`src/rtl/drawing_ctrl_pkg.sv`:
```
`default_nettype none
// ============================================================================
// Module   : drawing_ctrl_pkg
// Brief    : Shared state encodings, mouse command values and tool limits for
//            the drawing controller.
// Revision : 1.0
// ============================================================================
package drawing_ctrl_pkg;

    localparam logic [3:0] C_ST_IDLE       = 4'd0;
    localparam logic [3:0] C_ST_MOVE       = 4'd1;
    localparam logic [3:0] C_ST_WAIT       = 4'd2;
    localparam logic [3:0] C_ST_CLEAN      = 4'd3;
    localparam logic [3:0] C_ST_DRAW       = 4'd4;
    localparam logic [3:0] C_ST_ERASE      = 4'd5;
    localparam logic [3:0] C_ST_CLEAR_WAIT = 4'd6;
    localparam logic [3:0] C_ST_CLEAR      = 4'd7;
    localparam logic [3:0] C_ST_CMD_SEND   = 4'd8;
    localparam logic [3:0] C_ST_CMD_WAIT   = 4'd9;
    localparam logic [3:0] C_ST_TOOL       = 4'd10;

    typedef enum logic [3:0] {
        ST_IDLE       = C_ST_IDLE,
        ST_MOVE       = C_ST_MOVE,
        ST_WAIT       = C_ST_WAIT,
        ST_CLEAN      = C_ST_CLEAN,
        ST_DRAW       = C_ST_DRAW,
        ST_ERASE      = C_ST_ERASE,
        ST_CLEAR_WAIT = C_ST_CLEAR_WAIT,
        ST_CLEAR      = C_ST_CLEAR,
        ST_CMD_SEND   = C_ST_CMD_SEND,
        ST_CMD_WAIT   = C_ST_CMD_WAIT,
        ST_TOOL       = C_ST_TOOL
    } state_t;

    localparam logic CMD_ENABLE  = 1'b1;
    localparam logic CMD_DISABLE = 1'b0;

    localparam int C_MIN_TOOLS  = 2;
    localparam int C_TOOL_FIRST = 0;

endpackage
`default_nettype wire

```
`src/rtl/drawing_control_fsm_ext_mouse_cmd_timer.sv`:
```
`default_nettype none
// ============================================================================
// Module   : mouse_cmd_timer
// Brief    : Ack-timeout counter and retry counter for mouse commands.
//            Retry counting exists only when MOUSE_CMD_RETRY_EN is defined.
// Revision : 1.0
// ============================================================================
module mouse_cmd_timer #(
    parameter int ACK_TIMEOUT = 2000000,
    parameter int CMD_RETRIES = 3
) (
    input  logic iClk,
    input  logic iReset,
    input  logic i_clr,
    input  logic i_run,
    input  logic i_retry_inc,
    input  logic i_retry_clr,
    output logic o_timeout,
    output logic o_retries_left
);

    localparam int                C_TO_W    = (ACK_TIMEOUT > 1) ? $clog2(ACK_TIMEOUT) : 1;
    localparam logic [C_TO_W-1:0] C_TO_LAST = C_TO_W'(ACK_TIMEOUT - 1);

    logic [C_TO_W-1:0] r_to_cnt;

    // Saturates at the last count so a stalled FSM never wraps back to zero.
    always_ff @(posedge iClk or posedge iReset) begin
        if (iReset) begin
            r_to_cnt <= '0;
        end else if (i_clr) begin
            r_to_cnt <= '0;
        end else if (i_run && (r_to_cnt != C_TO_LAST)) begin
            r_to_cnt <= r_to_cnt + C_TO_W'(1);
        end
    end

    assign o_timeout = i_run && (r_to_cnt == C_TO_LAST);

`ifdef MOUSE_CMD_RETRY_EN
    localparam int C_RT_W = (CMD_RETRIES > 0) ? $clog2(CMD_RETRIES + 1) : 1;

    logic [C_RT_W-1:0] r_retry_cnt;

    always_ff @(posedge iClk or posedge iReset) begin
        if (iReset) begin
            r_retry_cnt <= '0;
        end else if (i_retry_clr) begin
            r_retry_cnt <= '0;
        end else if (i_retry_inc && o_retries_left) begin
            r_retry_cnt <= r_retry_cnt + C_RT_W'(1);
        end
    end

    assign o_retries_left = (r_retry_cnt < C_RT_W'(CMD_RETRIES));
`else
    logic w_unused_retry;
    assign w_unused_retry = i_retry_inc ^ i_retry_clr ^ (CMD_RETRIES != 0);
    assign o_retries_left = 1'b0;
`endif

endmodule
`default_nettype wire

```
`src/rtl/drawing_control_fsm_ext.sv`:
```
`default_nettype none
// ============================================================================
// Module   : drawing_control_fsm_ext
// Brief    : Drawing controller FSM with acknowledged mouse enable/disable
//            commands, frame-delay wait and tool selection.
//            Optional retry of failed commands: MOUSE_CMD_RETRY_EN.
// Revision : 1.0
// ============================================================================
module drawing_control_fsm_ext
    import drawing_ctrl_pkg::*;
#(
    parameter int WAIT_CYCLES = 833333,
    parameter int ACK_TIMEOUT = 2000000,
    parameter int CMD_RETRIES = 3,
    parameter int NUM_TOOLS   = 4,
    parameter int TOOL_W      = $clog2(NUM_TOOLS)
) (
    input  logic              iClk,
    input  logic              iReset,
    input  logic              iBtnL,
    input  logic              iBtnR,
    input  logic              iBtnM,
    input  logic              iMove,
    input  logic              iDone,
    input  logic              iClear,
    input  logic              iTxAck,
    input  logic              iTxErr,
    output logic [3:0]        oState,
    output logic [TOOL_W-1:0] oTool,
    output logic              oEnableMouse,
    output logic              oStartTransmission,
    output logic              oBusy,
    output logic              oCmdFail
);

    localparam int                 C_WAIT_W    = (WAIT_CYCLES > 1) ? $clog2(WAIT_CYCLES) : 1;
    localparam logic [C_WAIT_W-1:0] C_WAIT_LOAD = C_WAIT_W'(WAIT_CYCLES - 1);
    localparam logic [TOOL_W-1:0]   C_TOOL_LAST = TOOL_W'(NUM_TOOLS - 1);
    localparam logic [TOOL_W-1:0]   C_TOOL_INIT = TOOL_W'(C_TOOL_FIRST);

    state_t              r_state;
    state_t              w_next_state;
    state_t              r_ret_state;
    state_t              w_ret_val;
    logic                r_pend_cmd;
    logic                w_cmd_val;
    logic                r_enable_mouse;
    logic                r_cmd_fail;
    logic [TOOL_W-1:0]   r_tool;
    logic [C_WAIT_W-1:0] r_wait_cnt;

    logic w_load_wait;
    logic w_tool_step;
    logic w_load_cmd;
    logic w_timer_clr;
    logic w_retry_inc;
    logic w_retry_clr;
    logic w_set_fail;
    logic w_timeout;
    logic w_retries_left;

    mouse_cmd_timer #(
        .ACK_TIMEOUT (ACK_TIMEOUT),
        .CMD_RETRIES (CMD_RETRIES)
    ) u_cmd_timer (
        .iClk           (iClk),
        .iReset         (iReset),
        .i_clr          (w_timer_clr),
        .i_run          (r_state == ST_CMD_WAIT),
        .i_retry_inc    (w_retry_inc),
        .i_retry_clr    (w_retry_clr),
        .o_timeout      (w_timeout),
        .o_retries_left (w_retries_left)
    );

    // Reset lands in CMD_SEND so the enable command goes out immediately.
    always_ff @(posedge iClk or posedge iReset) begin
        if (iReset) begin
            r_state <= ST_CMD_SEND;
        end else begin
            r_state <= w_next_state;
        end
    end

    always_comb begin
        w_next_state = r_state;
        w_ret_val    = r_ret_state;
        w_cmd_val    = r_pend_cmd;
        w_load_wait  = 1'b0;
        w_tool_step  = 1'b0;
        w_load_cmd   = 1'b0;
        w_timer_clr  = 1'b0;
        w_retry_inc  = 1'b0;
        w_retry_clr  = 1'b0;
        w_set_fail   = 1'b0;
        case (r_state)
            ST_IDLE: begin
                if (iMove) begin
                    w_next_state = ST_MOVE;
                end else if (iBtnL) begin
                    w_next_state = ST_DRAW;
                end else if (iBtnR) begin
                    w_next_state = ST_ERASE;
                end else if (iBtnM) begin
                    w_next_state = ST_TOOL;
                    w_tool_step  = 1'b1;
                end else if (iClear) begin
                    w_next_state = ST_CLEAR_WAIT;
                end
            end
            ST_MOVE: begin
                if (iDone) begin
                    w_next_state = ST_WAIT;
                    w_load_wait  = 1'b1;
                end
            end
            ST_WAIT: begin
                if (r_wait_cnt == '0) begin
                    w_next_state = ST_CLEAN;
                end
            end
            ST_CLEAN, ST_DRAW, ST_ERASE: begin
                if (iDone) begin
                    w_next_state = ST_IDLE;
                end
            end
            ST_TOOL: begin
                if (!iBtnM) begin
                    w_next_state = ST_IDLE;
                end
            end
            ST_CLEAR_WAIT: begin
                if (!iClear) begin
                    w_load_cmd   = 1'b1;
                    w_cmd_val    = CMD_DISABLE;
                    w_ret_val    = ST_CLEAR;
                    w_next_state = ST_CMD_SEND;
                end
            end
            ST_CLEAR: begin
                if (iDone) begin
                    w_load_cmd   = 1'b1;
                    w_cmd_val    = CMD_ENABLE;
                    w_ret_val    = ST_IDLE;
                    w_next_state = ST_CMD_SEND;
                end
            end
            ST_CMD_SEND: begin
                w_timer_clr  = 1'b1;
                w_next_state = ST_CMD_WAIT;
            end
            ST_CMD_WAIT: begin
                // Ack wins over a simultaneous error.
                if (iTxAck) begin
                    w_retry_clr  = 1'b1;
                    w_next_state = r_ret_state;
                end else if (iTxErr || w_timeout) begin
                    if (w_retries_left) begin
                        w_retry_inc  = 1'b1;
                        w_next_state = ST_CMD_SEND;
                    end else begin
                        w_set_fail   = 1'b1;
                        w_retry_clr  = 1'b1;
                        w_next_state = r_ret_state;
                    end
                end
            end
            default: begin
                w_next_state = ST_IDLE;
            end
        endcase
    end

    always_ff @(posedge iClk or posedge iReset) begin
        if (iReset) begin
            r_ret_state    <= ST_IDLE;
            r_pend_cmd     <= CMD_ENABLE;
            r_enable_mouse <= CMD_ENABLE;
            r_cmd_fail     <= 1'b0;
            r_tool         <= C_TOOL_INIT;
            r_wait_cnt     <= '0;
        end else begin
            if (w_load_cmd) begin
                r_pend_cmd  <= w_cmd_val;
                r_ret_state <= w_ret_val;
            end
            if (r_state == ST_CMD_SEND) begin
                r_enable_mouse <= r_pend_cmd;
            end
            if (w_set_fail) begin
                r_cmd_fail <= 1'b1;
            end
            if (w_tool_step) begin
                r_tool <= (r_tool == C_TOOL_LAST) ? C_TOOL_INIT : r_tool + TOOL_W'(1);
            end
            if (w_load_wait) begin
                r_wait_cnt <= C_WAIT_LOAD;
            end else if ((r_state == ST_WAIT) && (r_wait_cnt != '0)) begin
                r_wait_cnt <= r_wait_cnt - C_WAIT_W'(1);
            end
        end
    end

    // The start pulse is gated by reset so it stays low while reset is held.
    assign oStartTransmission = (r_state == ST_CMD_SEND) && !iReset;
    assign oEnableMouse       = (r_state == ST_CMD_SEND) ? r_pend_cmd : r_enable_mouse;
    assign oState             = r_state;
    assign oTool              = r_tool;
    assign oBusy              = (r_state != ST_IDLE);
    assign oCmdFail           = r_cmd_fail;

endmodule
`default_nettype wire

```
`config.mk`:
```
export PLATFORM = sky130hd
export DESIGN_NAME = drawing_control_fsm_ext
export DESIGN_NICKNAME = d
export VERILOG_FILES = /design/src/rtl/drawing_ctrl_pkg.sv /design/src/rtl/drawing_control_fsm_ext_mouse_cmd_timer.sv /design/src/rtl/drawing_control_fsm_ext.sv
export SDC_FILE = /design/constraint.sdc
export NUM_CORES = 1
export LEC_CHECK = 0
export CAP_MARGIN = 20
export CORE_ASPECT_RATIO = 1.5
export CORE_MARGIN = 2
export CORE_UTILIZATION = 55
export CTS_BUF_LIST = sky130_fd_sc_hd__clkbuf_8
export CTS_CLUSTER_SIZE = 30
export DETAILED_ROUTE_END_ITERATION = 10
export PLACE_DENSITY = 0.86
export REMOVE_ABC_BUFFERS = 1
export SLEW_MARGIN = 5
export SYNTH_ARGS = -nofsm -noshare
export SYNTH_HDL_FRONTEND = slang
export SYNTH_SLANG_ARGS = --single-unit
```
`constraint.sdc`:
```
create_clock -name iClk -period 2.05 [get_ports iClk]
set_input_delay 0.205 -clock iClk [delete_from_list [all_inputs] [get_ports iClk]]
set_output_delay 0.205 -clock iClk [all_outputs]
set_load 0.05 [all_outputs]
```
# [Yosys cells after proc, flatten, opt, wreduce, memory -nomap -nowiden]
# Cells that the tools add are included.
[word_totals] regBits=54 input_bits=10 output_inout_bits=10 wordCells=86
[classes] add_sub_neg=3 eq_ne=21 mux=38 reduce_logical=16
[op_table] operator="2-to-1 mux 4 bit" count=14
[op_table] operator="2-to-1 mux 21 bit" count=2
[op_table] operator="2-to-1 mux 20 bit" count=2
[op_table] operator="one-hot mux 4 bit (9 select lines)" count=1
[op_table] operator="adder 21 x 1 -> 21 bit, second input constant" count=1
[op_table] operator="== test 21 bit, second input constant" count=1
[op_table] operator="inequality test 21 bit, second input constant" count=1
[op_table] operator="zero test 20 bit" count=1
[op_table] operator="nonzero test 20 bit" count=1
[op_table] operator="subtractor 20 x 1 -> 20 bit, second input constant" count=1
[op_table] operator="== test 4 x 3 -> 1 bit, second input constant" count=4
[op_table] operator="2-to-1 mux 1 bit" count=15
[op_table] operator="== test 4 bit, second input constant" count=3
[op_table] operator="inequality test 2 bit, second input constant" count=6
[op_table] operator="== test 4 x 2 -> 1 bit, second input constant" count=2
[op_table] operator="one-hot mux 4 bit (2 select lines)" count=1
[op_table] operator="AND reduction 8 bit" count=1
[op_table] operator="inequality test 6 bit, second input constant" count=1
[op_table] operator="nonzero test 2 bit" count=3
[op_table] operator="== test 4 x 1 -> 1 bit, second input constant" count=1
[op_table] operator="logical AND 1 bit" count=4
[op_table] operator="zero test 4 bit" count=1
[op_table] operator="one-hot mux 1 bit (2 select lines)" count=2
[op_table] operator="AND reduction 4 bit" count=1
[op_table] operator="8 further kinds" count=8

# [Longest topological paths before layout]
[logic_depth] ltp_word=6 mapped_depth=8 ltp_nobuf=7

# [By module]
# Synthesis repeated with hierarchy kept, for this count alone.
[unflattened] cells_unflattened=321 area_unflattened_um2=2987.9
[modules_own_cells] mod="drawing_control_fsm_ext" instances=1 cells_per_inst=196 area_each_um2=1820.5
[modules_own_cells] mod="mouse_cmd_timer" instances=1 cells_per_inst=125 area_each_um2=1167.4

# [Worst setup path before layout]
# Ideal clock, no wire load.
[synth_timing] path_type="register to register" start="register r_state[2] (netlist: oState[2])" end="register r_state[0] (netlist: oState[0])" setup_ns=0.128 arrival_ns=2.530 t_required_ns=1.922 path_slack_ns=-0.607 stages_incl_launch_ff=8 n_path_buf=1 cell_sequence="dfrtp_1 -> buf_2 -> or4_1 -> nor2_1 -> nand2_1 -> o31ai_2 -> nor3_4 -> mux2_1"
[synth_via] elab_chain_len=5
[synth_lines] element="start, declared" line_no="drawing_control_fsm_ext.sv:41" text="state_t r_state;"
[synth_lines] element="start signal, assigned" line_no="drawing_control_fsm_ext.sv:81" text="r_state <= w_next_state;"
[synth_lines] element="== test 4 bit"
[synth_lines] element="logical AND 1 bit" line_no="drawing_control_fsm_ext_mouse_cmd_timer.sv:38" text="assign o_timeout = i_run && (r_to_cnt == C_TO_LAST);"
[synth_lines] element="logical OR 1 bit" line_no="drawing_control_fsm_ext.sv:157" text="end else if (iTxErr || w_timeout) begin"
[synth_lines] element="inequality test 3 bit (no line)"
[synth_lines] element="AND reduction 8 bit (no line)"
# Parallel ways exist; a longest one is shown, timed or not.
# A chain may end at the register's enable or synchronous reset.

# [Worst setup path after layout]
[layout_timing] start="register r_wait_cnt[16]" end="register r_wait_cnt[18]"
[layout_via] elab_chain_len=3
[layout_lines] element="start, declared" line_no="drawing_control_fsm_ext.sv:50" text="logic [C_WAIT_W-1:0] r_wait_cnt;"
[layout_lines] element="start signal, assigned" line_no="drawing_control_fsm_ext.sv:199" text="r_wait_cnt <= r_wait_cnt - C_WAIT_W'(1);"
[layout_lines] element="subtractor 20 x 1 -> 20 bit or nonzero test 20 bit (tied branches)" line_no="drawing_control_fsm_ext.sv:199, drawing_control_fsm_ext.sv:198"
[layout_lines] element="2-to-1 mux 20 bit or logical AND 1 bit (tied branches)" line_no="drawing_control_fsm_ext.sv:198" text="end else if ((r_state == ST_WAIT) && (r_wait_cnt != '0)) begin"
[layout_lines] element="2-to-1 mux 20 bit or nonzero test 2 bit (tied branches)"
# Parallel ways exist; a longest one is shown, timed or not. The select of a mux whose other input is x is not followed.

==> results by stage <==
Routing:
- The initial DRC count is ~250.
- The number of nets still failing antenna checks after routing is 0.
- The total DRC errors in the routed layout is 0.
- After detailed routing, the average wire length per cell comes to between 15 and 20 um.
- The total iterations of the first detailed-routing run is 5.
- The routed design has around 8.3 mm of wire.
- The vias per cell is 6.11.
- The total number of vias is between 2,000 and 3,000.

Logic synthesis:
- The synthesized-area fraction occupied by adder cells is between 1.5 and 2%.
- After synthesis the cells add up to around 2800 sq um.
- The number of different library cells in the post-synthesis netlist is between 40 and 50.
- The number of instances in the synthesized netlist is roughly 300.
- The flip-flop and latch count after synthesis is between 50 and 60.
- For this run, the leading register cell type out of synthesis is sky130_fd_sc_hd__dfrtp_1.
- The proportion of synthesized chip area in sequential cells is between 40 and 50%.
- The count of synthesis-stage warnings from yosys is 0.
- Summing the areas of all compound-gate instances in the mapped netlist gives about a tenth of the synthesized area.
- Of the total synthesized cell area, the portion taken by AND, OR, NAND and NOR gates is a little over a quarter.
- A synthesized cell averages about 9.4 sq um.
- The area share of xor/xnor cells in the synthesized design is ~7.5%.
- Counting flops with an async set or reset pin after synthesis yields a share of 100%.
- The mux share of post-synthesis cell area is 4.17%.
- The synthesized design contains 0 enable-type register cells.
- The combinational family with the most area after synthesis is simple AND/OR/NAND/NOR gates.

Worst setup path:
- STA classifies the critical path startpoint as a register.
- The number of buffers and inverters on the critical path is 3.
- STA classifies the critical path endpoint as a register.
- In this run the worst path has a maximum fanout of 2.
- Among cell families on the critical path, the largest total delay comes from simple AND/OR/NAND/NOR gates.
- The path type of the worst setup path is register to register.
- The critical path goes through or3_4 -> or3b_4 -> buf_6 -> buf_4 -> o2111ai_4 -> buf_6 -> nor4_4 -> xnor2_1 -> nand2_1.
- The slowest cell on the critical path is sky130_fd_sc_hd__or3_4.
- The startpoint of the most critical setup path is r_wait_cnt[16].
- The cell occurring most often along the worst timing path is sky130_fd_sc_hd__buf_6.
- The startpoint of the worst register-to-register path is r_wait_cnt[16].
- The biggest cell delay along the critical path is roughly 0.4 ns.
- The data required time of the critical path is 2.24 ns.
- The data arrival at the endpoint of the critical path is between 2 and 2.5 ns.

Run status:
- The flow ran to the end, but the final reports show violations.
- The checks that failed: setup timing.

Cells and area:
- For this run, the post-layout net count is ~380.
- In the layout the commonest cells are sky130_fd_sc_hd__buf_4 (51), sky130_fd_sc_hd__dfrtp_1 (48), sky130_fd_sc_hd__nor2_1 (36).
- The number of antenna diodes in the final layout is 0.
- Leaving out fill and tap cells, the most frequent cell in the layout is sky130_fd_sc_hd__buf_4.
- The share of post-route cells with drive strength above 1 is 28.0%.
- The relative area change from synthesis to final layout is 34.6%.
- The finished layout holds approximately 440 standard cells, fillers aside.

Timing:
- In the finished design, the share of the clock period the worst path needs comes to 111%.
- The setup slack of the critical path after layout is -0.224 ns.
- The max-slew violation total from the final report is 0.
- Setup repair after global routing could not meet its margin everywhere.
- The smallest clock period supported by the final layout is computed as 2.27 ns.
- Static timing analysis puts the maximum clock frequency at 0.440 GHz.
- The actual slew at the worst max-slew pin is ~0.57 ns.
- The relative slew slack is roughly 62%.
- The final number of hold-violating endpoints is 0.
- The final clock skew is between 0.009 and 0.01 ns.
- The number of failing setup endpoints in the final timing report is 23.

GRT:
- The number of global-route vias before repair is around 2,700.
- Entering global routing, the biggest net connects 23 pins.
- The initial antenna violation count is 0.
- The total overflow left after global routing is 0.
- The global-route wire length before repair is 12.1 mm.
- The overall global routing resource usage is 26.7%.

Clocking:
- The clock-pin slew of the registers on the worst-case setup and hold paths is 0.09 ns.
- TritonCTS built the clock tree.
- The clock insertion delay at the later pin of the skew report is just over 0.3 ns.
- The H-tree was split into 2 levels.
- The root buffer cell is sky130_fd_sc_hd__clkbuf_8.
- The CTS sink count is between 50 and 60.
- The maximum count of clock buffers along a single path is 2.
- The number of buffers created by CTS is 5.

Die:
- For this design the top-level I/O count stands at 20.
- The height of the die is approximately 90 um.
- In this run the standard cell core region covers 4850 sq um.
- The die area is 5670 sq um.
- The site row count is 31.
- The starting utilization of the core area is a little under three fifths.
- The die extent in x is approximately 62 um.

Power and ir drop:
- Power comes to 4.04 mW.
- For this design the static power due to leakage is between 1.5 and 2 nW.
- IR analysis of the VDD net gives a maximum drop of 0.968 mV.
- The power density normalized to cell area is 1080 nW/um^2.

Place:
- Summed over all nets, the half-perimeter wirelength after detailed placement is approximately 5 mm.
- The final weighted congestion in routability-driven placement is about 0.93.
- Including well taps, the total number of placed cells is between 400 and 500.
- Buffers placed on the I/O ports in this run total 19.

Flow run:
- The number of maximum-capacitance violations is 0.

Hold path:
- The min-delay analysis places its worst path in the category input pin to asynchronous set/reset pin.
layout make-up:
class / count / area, sq um
multi-input cells: 226 / 1570
inverters: 9 / 33.8
fillers: 277 / 1090
flip-flops and latches: 51 / 1280
well taps: 66 / 82.6
repair buffers: 77 / 674
clock buffers: 6 / 82.6
clock inverters: 2 / 35.0
per-layer routing:
| layer | vias to the layer above | routed length, um | GRT usage, % |
|---|---|---|---|
| met4 | 0 | 395 | 12.6 |
| met5 | - | 0 | 0 |
| met2 | 133 | 4630 | 51.6 |
| li1 | 1193 | - | - |
| met1 | 1302 | 2900 | 27.4 |
| met3 | 42 | 402 | 4.58 |
report_power, final:
group,switching [mW],internal (mW),leakage [nW]
sequential,0.136,1.18,0.627
combinational,1.16,0.835,0.906
clock,0.329,0.395,0.0612
total,1.63,2.41,1.59
state kept, by name (all words and copies together) (netlist names):
signal / count
oState: 4
oTool: 2
r_pend_cmd: 1
r_ret_state: 1
u_cmd_timer.r_to_cnt: 21
r_wait_cnt: 20
oCmdFail: 1
r_enable_mouse: 1
worst paths after layout:
path,endpoint,slack [ns],depth (start not counted)
setup / recovery,r_wait_cnt[18],-0.22,9
hold / removal,r_ret_state[1],0.32,2
setup reg to reg,r_wait_cnt[18],-0.22,9
hold reg to reg,oCmdFail,0.50,1
max in group asynchronous,r_wait_cnt[0],1.11,3
min in group iClk,oCmdFail,0.50,1
repair_timing:
action / CTS / global route
endpoints found under the setup margin: 45 / 37
pin swaps: 12 / 10
gates resized for setup: 21 / 23
buffers inserted: 3 / 6
cloned: 1 / 0
hold buffers: 0 / 0
logic make-up (layout without fill, tap and decap cells):
family	after synthesis	after routing
adders and majority gates	4	4
DFF	51	51
AOI/OAI and AO/OA	39	39
muxes	11	11
xor gates and xnor gates	24	24
and+or+nand+nor	148	148
buffers and inverters	20	94
Yosys cell counts (2+ instances only):
cell type,instances,area (sq um)
sky130_fd_sc_hd__nand2_1,32,120
sky130_fd_sc_hd__nor2_1,38,143
sky130_fd_sc_hd__or3_1,7,43.8
sky130_fd_sc_hd__o21ai_0,13,65.1
sky130_fd_sc_hd__and3_1,4,25.0
sky130_fd_sc_hd__nor4bb_1,2,20.0
sky130_fd_sc_hd__a21oi_1,9,45.0
sky130_fd_sc_hd__nand3_1,15,75.1
sky130_fd_sc_hd__nor3b_1,2,15.0
sky130_fd_sc_hd__mux2i_1,6,60.1
sky130_fd_sc_hd__dfrtp_1,48,1200
sky130_fd_sc_hd__xnor2_1,21,184
sky130_fd_sc_hd__nor2b_1,2,12.5
sky130_fd_sc_hd__o31a_1,2,17.5
sky130_fd_sc_hd__nor3_1,15,75.1
sky130_fd_sc_hd__ha_1,4,50.1
sky130_fd_sc_hd__a211oi_1,2,15.0
sky130_fd_sc_hd__buf_6,4,45.0
sky130_fd_sc_hd__xor2_1,3,26.3
sky130_fd_sc_hd__dfstp_2,3,78.8
sky130_fd_sc_hd__o211ai_1,2,15.0
sky130_fd_sc_hd__clkbuf_1,2,7.51
sky130_fd_sc_hd__inv_1,9,33.8
sky130_fd_sc_hd__nand2b_1,4,25.0
sky130_fd_sc_hd__o31ai_2,2,25.0
sky130_fd_sc_hd__nor4_1,13,81.3
sky130_fd_sc_hd__buf_2,4,20.0
sky130_fd_sc_hd__nand4_1,4,25.0
sky130_fd_sc_hd__and2_1,2,12.5
sky130_fd_sc_hd__mux2_1,4,45.0
stage by stage:
step / setup WS [ns] / cell area [sq um] / TNS [ns] / hold slack (ns) / utilization, %
finish: -0.224 / 3760 / -3.41 / 0.317 / 77.5
global route: -0.282 / 3760 / -4.61 / 0.348 / 77.5
CTS: -0.125 / 3600 / -1.16 / 0.324 / 74.3
detailed placement: -0.319 / 3360 / -4.97 / 0.479 / 69.3
global placement: -0.122 / 3360 / -0.882 / 0.451 / 69.3
floorplan: -0.640 / 2710 / -8.39 / 0.351 / -
No activity file was read; power rests on OpenSTA's default activity.
==> variant 1 (config.mk and constraints unchanged) <==
Build with the macro `MOUSE_CMD_RETRY_EN` defined.
--- a/src/rtl/drawing_control_fsm_ext_mouse_cmd_timer.sv
+++ b/src/rtl/drawing_control_fsm_ext_mouse_cmd_timer.sv
@@ -6,4 +6,6 @@
 // Revision : 1.0
 // ============================================================================
+`define MOUSE_CMD_RETRY_EN
+
 module mouse_cmd_timer #(
     parameter int ACK_TIMEOUT = 2000000,
Behaviour: not the same (a bounded check fails within 4 cycles, from zero or initial values and one cycle with iReset high).
==> variant 1 against the original RTL <==
- the flow still finishes with violations (setup timing)
- wire length fell by 12%
- sequential share of layout area rose by 1.3 points
- cell area barely moved
- setup slack improved by 150 ps
- area after synthesis rose by 6.7%
- sequential power rose by 5%
- sequential cell count rose by 2
- power fell by 1.1%
- maximum frequency rose by 7.0%
- global-route usage fell by 1.5 points
- core utilization fell by 4.7 points
==> variant 1: results <==
group,metric,value,unit
run_status,run_status,"finished with violations",
run_status,violations,"setup timing",
final_layout,buffer_area_share,15.1,%
synth,ys_seq_area_share,44.7,%
routing,firstDrtPassIters,4,
worst_setup_path,critPathMaxFanout,4,
routing,viasPerCell,6.05,
routing,wl_per_cell,16.8,µm
synth,yosys-top-cells-area,"dfrtp_1 42%, xor2_1 4.7%, nor2_1 3.4%, nand3_1 2.7%, dfstp_2 2.6%",
synth,synthTopCellsByCount,"50 x dfrtp_1, 27 x nor2_1, 20 x nand2_1",
synth,synth_cells,304,
final_layout,seq_cells,53,
place,place_ws,-62.8,ps
place,place_congestion,0.915,
final_layout,multi_input_cells,228,
routing,drt-total-wl,7300,µm
final_layout,drive_above_1_share,24.8,%
global_routing,grtUsageMet2,48.0,%
global_routing,grtUsageTotal,25.2,%
final_layout,multi_input_area,1650,µm²
synth,synth_top_area_share,42.0,%
timing,finalClockSkew,13.2,ps
final_layout,nNetsFinal,381,
floorplan,die-area,6030,µm²
final_layout,multi_input_area_share,43.9,%
timing,tightest_slew,506,ps
timing,setup_viol,7,
final_layout,final-seq-area,1330,µm²
power_and_ir_drop,power.leakage,0.00155,µW
global_routing,antenna_found_initial,0,
synth,synth.mux.area_fraction,2.90,%
synth,synthAdderAreaFrac,2.10,%
timing,finalSetupTns,-223,ps
synth,yosys.area_share.xor_xnor,5.00,%
worst_setup_path,crit_arrival,2330,ps
place,dp_cells,421,
synth,synth_compound_area_share,15.5,%
global_routing,grt_pass1_vias,2733,
place,dpl_cell_area,3540,µm²
routing,wl_met2,4190,µm
final_layout,num-clock-buffers,5,
timing,final.setup.worst_slack,-75.5,ps
global_routing,use_met3,4.32,%
global_routing,grt_pass1_wl,12100,µm
final_layout,inv_count,12,
routing,drt_iter0_drc,125,
routing,wl_met3,213,µm
==> variant 1: worst paths after layout <==
path | start | slack [ps] | cells after the start | to
worst min-delay path | iReset | 280 | 2 | r_wait_cnt[6]
worst max-delay path | r_wait_cnt[5] | -80 | 5 | oState[2]
max in group asynchronous | iReset | 1120 | 3 | u_cmd_timer.r_to_cnt[20]
min in group iClk | oCmdFail | 480 | 1 | oCmdFail
worst max register to register | r_wait_cnt[5] | -80 | 5 | oState[2]
worst min register to register | oCmdFail | 480 | 1 | oCmdFail
==> variant 1: repair_timing <==
action,4_1_cts,5_1_grt
pin swaps,2,8
setup buffers,3,3
gates resized for setup,8,12
setup endpoints to repair,14,25
==> variant 1: where the power goes <==
group	internal, µW	switching [µW]	leakage (µW)
Clock	233	348	0.0000491
Combinational	922	1100	0.000846
Sequential	1240	154	0.000658
==> variant 1: critical path, stage by stage (launching register included) <==
cell and delay [ps]:
dfrtp_1 400, or4_4 580, or3_4 390, o21bai_4 160
o311ai_4 150, mux2_4 340
==> variant 2 (config.mk and constraints unchanged) <==
Made on the original files. Compare `r_to_cnt` against `C_TO_LAST` with >= in place of ==.
--- a/src/rtl/drawing_control_fsm_ext_mouse_cmd_timer.sv
+++ b/src/rtl/drawing_control_fsm_ext_mouse_cmd_timer.sv
@@ -36,5 +36,5 @@
     end
 
-    assign o_timeout = i_run && (r_to_cnt == C_TO_LAST);
+    assign o_timeout = i_run && (r_to_cnt >= C_TO_LAST);
 
 `ifdef MOUSE_CMD_RETRY_EN
Behaviour: same outputs for any inputs over 10 cycles, from zero or initial values and one cycle with iReset high; that may be too few to reach the edited logic, so the function may still have changed.
==> variant 2 against the original RTL <==
- the flow still finishes with violations (setup timing)
- wire length fell by 0.54%
- worst hold slack worse by 120 ps
- cell area increased by 2.0%
- setup slack lost 41 ps
- die area up 1.1%
- area after synthesis rose by 1.2%
- core utilization fell by 1.6 points
- power increased by 3.2%
- sequential cell count stayed put
- critical path type unchanged
- largest power group unchanged
==> variant 2: results <==
group,metric,value,unit
global_routing,grt_max_degree,41,
place,dpl_cell_area,3440,µm²
timing,setup_viol,22,
synth,ys_seq_area_share,45.3,%
clocking,htreeDepth,2,
routing,drt-total-wl,8280,µm
clocking,clk_latency,320,ps
final_layout,largest-register,"u_cmd_timer.r_to_cnt",
global_routing,grt_pass1_vias,2741,
worst_setup_path,ff2ff_path_depth,6,
clocking,cts_buffer_depth,2,
synth,synth_ff_type,"dfrtp_1",
routing,ant_nets,0,
final_layout,antenna_cells,0,
synth,yosys-top-cells-area,"dfrtp_1 43%, nor2_1 6.6%, xnor2_1 4.7%, xor2_1 4.3%, nand2_1 3.6%",
run_status,violations,"setup timing",
synth,synth_edf_count,0,
routing,viasPerCell,6.10,
clocking,cts-root-buf,"clkbuf_8",
routing,drt_iter0_drc,265,
clocking,cts_buffers,5,
final_layout,nNetsFinal,398,
routing,firstDrtPassIters,5,
timing,drv_slew,0,
min_path,min-delay-path-class,"input pin to asynchronous set/reset pin",
synth,synthDistinctLibCells,48,
global_routing,antenna_found_initial,0,
place,io_buffers,19,
run_status,run_status,"finished with violations",
worst_setup_path,crit_arrival,2530,ps
routing,drcViolationCount,0,
power_and_ir_drop,power.leakage,0.00163,µW
final_layout,postLayoutCoreUtil,75.9,%
worst_setup_path,critPathMaxFanout,6,
timing,final.setup.worst_slack,-265,ps
synth,ys_async_sr_fraction,100,%
global_routing,grt_pass1_wl,12700,µm
place,dp_hpwl,4770,µm
clocking,path_clk_slew,110,ps
timing,max-slew-margin-rel,66.2,%
synth,synthTopCellsByCount,"50 x nor2_1, 48 x dfrtp_1, 27 x nand2_1",
worst_setup_path,setup.worst_path.start,"r_wait_cnt[5]",
global_routing,grtUsageTotal,28.3,%
final_layout,n_fill_cell,305,
power_and_ir_drop,ir_drop,0.529,mV
synth,synth_warnings,0,
final_layout,largest_register_ffs,21,
final_layout,drive_above_1_share,30.6,%
place,place_congestion,0.875,
timing,finalClockSkew,19.8,ps
variant 2: cell type report:
class,count,area share (%)
Timing Repair Buffer,77,17.6
Tap cell,68,2.22
Sequential cell,51,33.4
Inverter,10,0.980
Clock inverter,3,0.523
Multi-Input combinational cell,240,43.5
Clock buffer,5,1.80
variant 2: timing repair:
| item | in CTS | in global routing |
|---|---|---|
| resized for setup | 26 | 24 |
| gates cloned | 0 | 0 |
| pin swaps | 14 | 10 |
| setup buffers | 6 | 6 |
| endpoints found under the setup margin | 28 | 40 |
variant 2: cell families after synthesis:
kind of cell	count (synthesis)	synth area share, %
AO/OA/AOI/OAI	49	11.2
XOR/XNOR	29	8.99
adder cells (fa/ha/maj)	3	1.33
buffers and inverters	20	3.01
flip-flops	51	45.3
multiplexers	1	0.399
AND/OR/NAND/NOR	158	29.8
variant 2: through the flow:
stage | std cells | worst slack (ps) | total power, µW | TNS, ps | hold WS (ps)
3_5_place_dp | 435 | -295 | 3210 | -3270 | 470
5_1_grt | 454 | -341 | 4360 | -5550 | 210
6_report | 454 | -265 | 4170 | -3670 | 196
4_1_cts | 449 | -261 | 3950 | -2560 | 202
3_3_place_gp | 435 | -265 | 3140 | -2150 | 446
2_1_floorplan | 301 | -610 | 2470 | -10470 | 358
variant 2: layer usage:
metal,GRT usage (%),up-vias,share of wire (%)
met5,0,-,0
met4,16.5,0,5.5
met3,4.17,39,5.9
met2,50.8,156,53
met1,31.5,1331,36
li1,-,1243,-
variant 2: where the power goes:
part	switching [µW]	internal, µW
Clock	355	239
Combinational	1260	923
Sequential	151	1240
variant 2: worst max-delay path, cell delays in order, from the launching register on:
cell and delay (ps):
dfrtp_1 400, or4_4 550, or2_4 290, or4_4 590
nor3_2 150, xnor2_1 150, nand2_1 70
variant 2: final timing paths:
path	to	slack (ps)
max in group asynchronous	r_enable_mouse	1290
worst min register to register	oCmdFail	480
min in group iClk	oCmdFail	480
worst max-delay path	r_wait_cnt[19]	-260
worst min-delay path	r_wait_cnt[9]	200
worst max register to register	r_wait_cnt[19]	-260
